[src/rtl/store_mem_unit_pkg.sv]
// Shared types for the store functional unit: FSM states, store funct3 codes and the RS entry.
package rv32i_types;

    localparam int ROB_WIDTH = 3;

    typedef enum logic [1:0] {
        ST_IDLE = 2'd0,
        ST_MEM  = 2'd1,
        ST_DONE = 2'd2
    } store_fsm_t;

    localparam logic [2:0] F3_SB = 3'b000;
    localparam logic [2:0] F3_SH = 3'b001;
    localparam logic [2:0] F3_SW = 3'b010;

    typedef struct packed {
        logic [31:0]          rs1_data;
        logic [31:0]          rs2_data;
        logic [31:0]          imm_value;
        logic [2:0]           funct3;
        logic [ROB_WIDTH-1:0] rob_idx;
    } ResEntrySt_reg_t;

    function automatic logic [31:0] word_align(input logic [31:0] a);
        return {a[31:2], 2'b00};
    endfunction

endpackage

[src/rtl/store_mem_unit_align.sv]
// Combinational store formatting: word address, byte mask and lane-shifted data.
// STORE_MISALIGN_CHK_EN enables suppression and flagging of misaligned sh/sw.
module store_align
    import rv32i_types::*;
(
    input  logic [31:0] i_rs1,
    input  logic [31:0] i_rs2,
    input  logic [31:0] i_imm,
    input  logic [2:0]  i_funct3,
    output logic [31:0] o_addr,
    output logic [3:0]  o_wmask,
    output logic [31:0] o_wdata,
    output logic        o_misalign
);

    logic [31:0] w_addr;
    logic [1:0]  w_s;

    always_comb begin
        w_addr     = i_rs1 + i_imm;
        w_s        = w_addr[1:0];
        o_addr     = word_align(w_addr);
        o_wmask    = 4'b0000;
        o_wdata    = 32'h0;
        o_misalign = 1'b0;
        case (i_funct3)
            F3_SB: begin
                o_wmask = 4'b0001 << w_s;
                o_wdata = {24'h0, i_rs2[7:0]} << {w_s, 3'b000};
            end
            F3_SH: begin
                o_wmask = 4'b0011 << w_s;
                o_wdata = w_s[1] ? {i_rs2[15:0], 16'h0} : {16'h0, i_rs2[15:0]};
`ifdef STORE_MISALIGN_CHK_EN
                o_misalign = w_s[0];
`endif
            end
            F3_SW: begin
                o_wmask = 4'b1111;
                o_wdata = i_rs2;
`ifdef STORE_MISALIGN_CHK_EN
                o_misalign = (w_s != 2'b00);
`endif
            end
            default: ;
        endcase
        // A flagged store never reaches memory
        if (o_misalign)
            o_wmask = 4'b0000;
    end

endmodule

[src/rtl/store_mem_unit.sv]
// Store functional unit: accepts one committed store, holds a dmem write until dmem_resp,
// then pulses st_done. STORE_MISALIGN_CHK_EN enables misaligned-store reporting.
module store_mem_unit
    import rv32i_types::*;
(
    input  logic                 clk,
    input  logic                 rst,
    input  logic                 issue,
    input  ResEntrySt_reg_t      entry_in,
    output logic                 fu_running,
    output logic [31:0]          dmem_addr,
    output logic [3:0]           dmem_wmask,
    output logic [31:0]          dmem_wdata,
    input  logic                 dmem_resp,
    output logic                 st_done,
    output logic [ROB_WIDTH-1:0] st_rob_idx,
    output logic                 st_misalign
);

    store_fsm_t           r_state;
    store_fsm_t           w_state_next;
    logic [31:0]          r_addr;
    logic [3:0]           r_wmask;
    logic [31:0]          r_wdata;
    logic [ROB_WIDTH-1:0] r_rob_idx;
    logic                 r_misalign;

    logic [31:0]          w_addr;
    logic [3:0]           w_wmask;
    logic [31:0]          w_wdata;
    logic                 w_misalign;
    logic                 w_accept;

    store_align u_align (
        .i_rs1      (entry_in.rs1_data),
        .i_rs2      (entry_in.rs2_data),
        .i_imm      (entry_in.imm_value),
        .i_funct3   (entry_in.funct3),
        .o_addr     (w_addr),
        .o_wmask    (w_wmask),
        .o_wdata    (w_wdata),
        .o_misalign (w_misalign)
    );

    assign w_accept = issue && (r_state != ST_MEM);

    always_ff @(posedge clk or posedge rst) begin
        if (rst)
            r_state <= ST_IDLE;
        else
            r_state <= w_state_next;
    end

    always_comb begin
        w_state_next = r_state;
        case (r_state)
            ST_IDLE, ST_DONE: begin
                if (issue)
                    w_state_next = (w_wmask != 4'b0000) ? ST_MEM : ST_DONE;
                else
                    w_state_next = ST_IDLE;
            end
            ST_MEM: begin
                if (dmem_resp)
                    w_state_next = ST_DONE;
            end
            default: w_state_next = ST_IDLE;
        endcase
    end

    always_ff @(posedge clk or posedge rst) begin
        if (rst) begin
            r_addr     <= 32'h0;
            r_wmask    <= 4'b0000;
            r_wdata    <= 32'h0;
            r_rob_idx  <= '0;
            r_misalign <= 1'b0;
        end else if (w_accept) begin
            r_addr     <= w_addr;
            r_wmask    <= w_wmask;
            r_wdata    <= w_wdata;
            r_rob_idx  <= entry_in.rob_idx;
            r_misalign <= w_misalign;
        end
    end

    // Request is visible only in MEM, so reset drops it in the same cycle
    always_comb begin
        fu_running  = (r_state == ST_MEM);
        dmem_addr   = r_addr;
        dmem_wdata  = r_wdata;
        dmem_wmask  = (r_state == ST_MEM) ? r_wmask : 4'b0000;
        st_done     = (r_state == ST_DONE);
        st_rob_idx  = r_rob_idx;
        st_misalign = (r_state == ST_DONE) && r_misalign;
    end

    a_no_issue_in_mem: assert property (@(posedge clk) disable iff (rst)
        !(issue && r_state == ST_MEM));

endmodule

[config.mk]
export PLATFORM = sky130hd
export DESIGN_NAME = store_mem_unit
export DESIGN_NICKNAME = d
export VERILOG_FILES = /design/src/rtl/store_mem_unit_pkg.sv /design/src/rtl/store_mem_unit_align.sv /design/src/rtl/store_mem_unit.sv
export SDC_FILE = /design/constraint.sdc
export NUM_CORES = 1
export LEC_CHECK = 0
export ABC_AREA = 1
export BUFFER_PORTS_ARGS = -buffer_cell sky130_fd_sc_hd__buf_2
export CORE_ASPECT_RATIO = 1.1
export CORE_MARGIN = 4
export CORE_UTILIZATION = 47
export DETAILED_ROUTE_END_ITERATION = 16
export PLACE_DENSITY = 0.82
export SETUP_SLACK_MARGIN = 0.5
export SLEW_MARGIN = 20
export SYNTH_ARGS = -nofsm -noshare
export SYNTH_HDL_FRONTEND = slang
export SYNTH_SLANG_ARGS = --single-unit
[constraint.sdc]
create_clock -name clk -period 1.9 [get_ports clk]
set_input_delay 0.19 -clock clk [delete_from_list [all_inputs] [get_ports clk]]
set_output_delay 0.19 -clock clk [all_outputs]
set_load 0.01 [all_outputs]
==> impl_metrics.json <==
{
  "crit_fanout": 9,
  "worstSkewPairLatency_ns": 0.33,
  "status": "finished clean",
  "syn_area_per_cell_um2": 6.556,
  "grt_antenna_before_repair": 0,
  "synthCells": 831,
  "crit_chain": "buf_6, ha_4, fa_2, o21ai_4, a32oi_1, o21ai_0",
  "cts_buffers": 9,
  "die_w_um": 110.7,
  "critical_path_class": "input port to flip-flop",
  "drc": 0,
  "cts_root_buf": "clkbuf_16",
  "place_inst": 1143,
  "io_pins": 180,
  "worstSetupStartpointType": "input port",
  "critPathSlowestCell": "fa_2",
  "setup_tns_ns": 0,
  "ctsHtreeMaxLevel": 3,
  "grt_pass1_vias": 5531,
  "finalWorstPathRequiredPeriod_ns": 1.527,
  "yosysWarningCount": 0,
  "maxSlewViolCount": 0,
  "powerDensity_nw_per_um2": 811.5,
  "p_leak_nw": 4.161,
  "hold_path_class": "input port to flip-flop",
  "hold_viol_final": 0,
  "finalCritPeriodShare_pct": 80.37,
  "drt-total-wl_um": 16850,
  "start_util_pct": 49.03,
  "ys_types": 36,
  "max-cap-violations": 0,
  "vias_per_cell": 5.185,
  "fmax_mhz": 654.9,
  "stdcell_count": 1167,
  "num_antenna_cells": 0,
  "slowest_delay_ns": 0.55,
  "dieHeight_um": 120.9,
  "port_buffers": 176,
  "synth_area_um2": 5448,
  "core_area_um2": 11110,
  "layout_commonest_cell": "nand2_1",
  "drt_iter0_markers": 506,
  "firstDrtPassIters": 7,
  "utilization_pct": 66.52,
  "cts_sinks": 71,
  "overflow": 0,
  "synthToLayoutAreaGrowth_pct": 35.67,
  "cp.arrival_ns": 1.74,
  "via_count": 6051,
  "grt_usage_pct": 23.83,
  "cts_tree": "done",
  "finalSetupViolCount": 0,
  "drtAntennaViolNets": 0,
  "rrSetupSlack_ns": 0.47,
  "ir_worst_vdd_v": 0.0004405,
  "row_count": 40,
  "drive_gt1_share_pct": 30.49,
  "post-dp-hpwl_um": 12740,
  "grt_start_max_net_pins": 72,
  "fin_skew_ns": 0.004604,
  "grt_setup_unrepaired": "yes",
  "clockBufferDepth": 2,
  "grt_pass1_wl_um": 26180,
  "nNetsFinal": 1153,
  "ys_seq_elements": 71,
  "gp_congestion": 0.8747,
  "wl_per_cell_um": 14.44,
  "dieArea_um2": 13380,
  "required_ns": 2.11,
  "p_total_w": 0.005997,
  "synth-seq-area-share_pct": 32.61,
  "clk_pin_slew_ns": 0.06,
  "cp-end-kind": "flip-flop",
  "layout_common_cells": "nand2_1, buf_2, inv_1"
}
-- worst paths after layout --
check	start	endpoint	depth (start not counted)
max	entry_in[6]	dmem_wdata[12]	6
min	entry_in[0]	st_rob_idx[0]	3
max in group asynchronous	rst	dmem_wdata[22]	4
min reg2reg	dmem_addr[23]	dmem_addr[23]	2
min in group asynchronous	rst	dmem_wdata[24]	4
max reg2reg	r_state[1]	dmem_wdata[12]	6
-- Yosys cell counts, drive strengths merged --
library cell / count / area share [%]
a21o: 1 / 0.14
a21oi: 29 / 2.7
a32oi: 8 / 1.3
buf: 16 / 2.0
fa: 1 / 0.37
a22oi: 12 / 1.7
nand3b: 5 / 0.69
or2: 1 / 0.11
nor2: 53 / 4.2
dfrtp: 71 / 33
clkbuf: 4 / 0.30
clkinv: 2 / 0.16
o21ai: 58 / 6.3
ha: 31 / 7.1
nand2: 323 / 22
xnor2: 16 / 2.6
o21bai: 1 / 0.14
nor4: 1 / 0.11
nor3: 13 / 1.2
inv: 137 / 9.4
conb: 1 / 0.069
nand3: 46 / 4.3
o22ai: 1 / 0.11
-- repair_timing --
action                                  4_1_cts  5_1_grt
gates resized for setup                       6       83
buffers inserted                              2        5
hold endpoints to repair                     71        0
hold buffers                                  1        0
pin swaps                                     3        6
endpoints found under the setup margin       34       72
-- critical path, delay by kind of cell --
| family | cells | cell delay, ns |
|---|---|---|
| buffers and inverters | 1 | 0.10 |
| adder cells (fa/ha/maj) | 2 | 0.70 |
| AO/OA/AOI/OAI | 3 | 0.75 |
-- flip-flops by register name, indices dropped and copies added, names as in the netlist --
name / flops
st_rob_idx: 3
r_wmask: 4
r_state: 2
dmem_addr: 30
dmem_wdata: 32
-- area by class of cell --
type                    count  area [um^2]
repair buffers            191         1041
clock buffers              10        239.0
fillers                   998         3720
well taps                 147        183.9
multi-input cells         603         3461
inverters                 139        534.3
clock inverters             6        155.1
flip-flops and latches     71         1777
-- stage by stage --
step                setup WS (ns)  instance area (um^2)  hold WS [ns]
global route               0.3508                  7391       0.05464
global placement          0.04883                  6538        0.3162
finish                     0.3729                  7391       0.05612
CTS                        0.4273                  6997       0.04026
detailed placement        0.01395                  6538        0.3225
floorplan                  0.2841                  5527        0.2996
-- cell families (layout without fill, tap and decap cells) --
kind of cell / count (synthesis) / after routing / synth area share (%)
adder cells (fa/ha/maj): 32 / 32 / 7.487
AND/OR/NAND/NOR: 442 / 442 / 33.10
XOR/XNOR: 16 / 16 / 2.572
buffers and inverters: 159 / 346 / 11.87
other: 1 / 3 / 0.06884
AO/OA/AOI/OAI: 110 / 110 / 12.29
flip-flops: 71 / 71 / 32.61
-- report_power, final --
part	total [W]	switching [W]	internal, W
clock network	0.00220	0.000617	0.00158
logic	0.00193	0.00117	0.000752
registers	0.00187	0.000128	0.00175
total	0.00600	0.00192	0.00408
-- metal layers --
metal  part of all wire, %  GRT usage, %
met1                    40         27.94
met3                   7.2         4.239
met5                     0             0
met2                    49         41.92
met4                   4.5         12.01
Note: power is estimated with default switching activity, not from simulation.
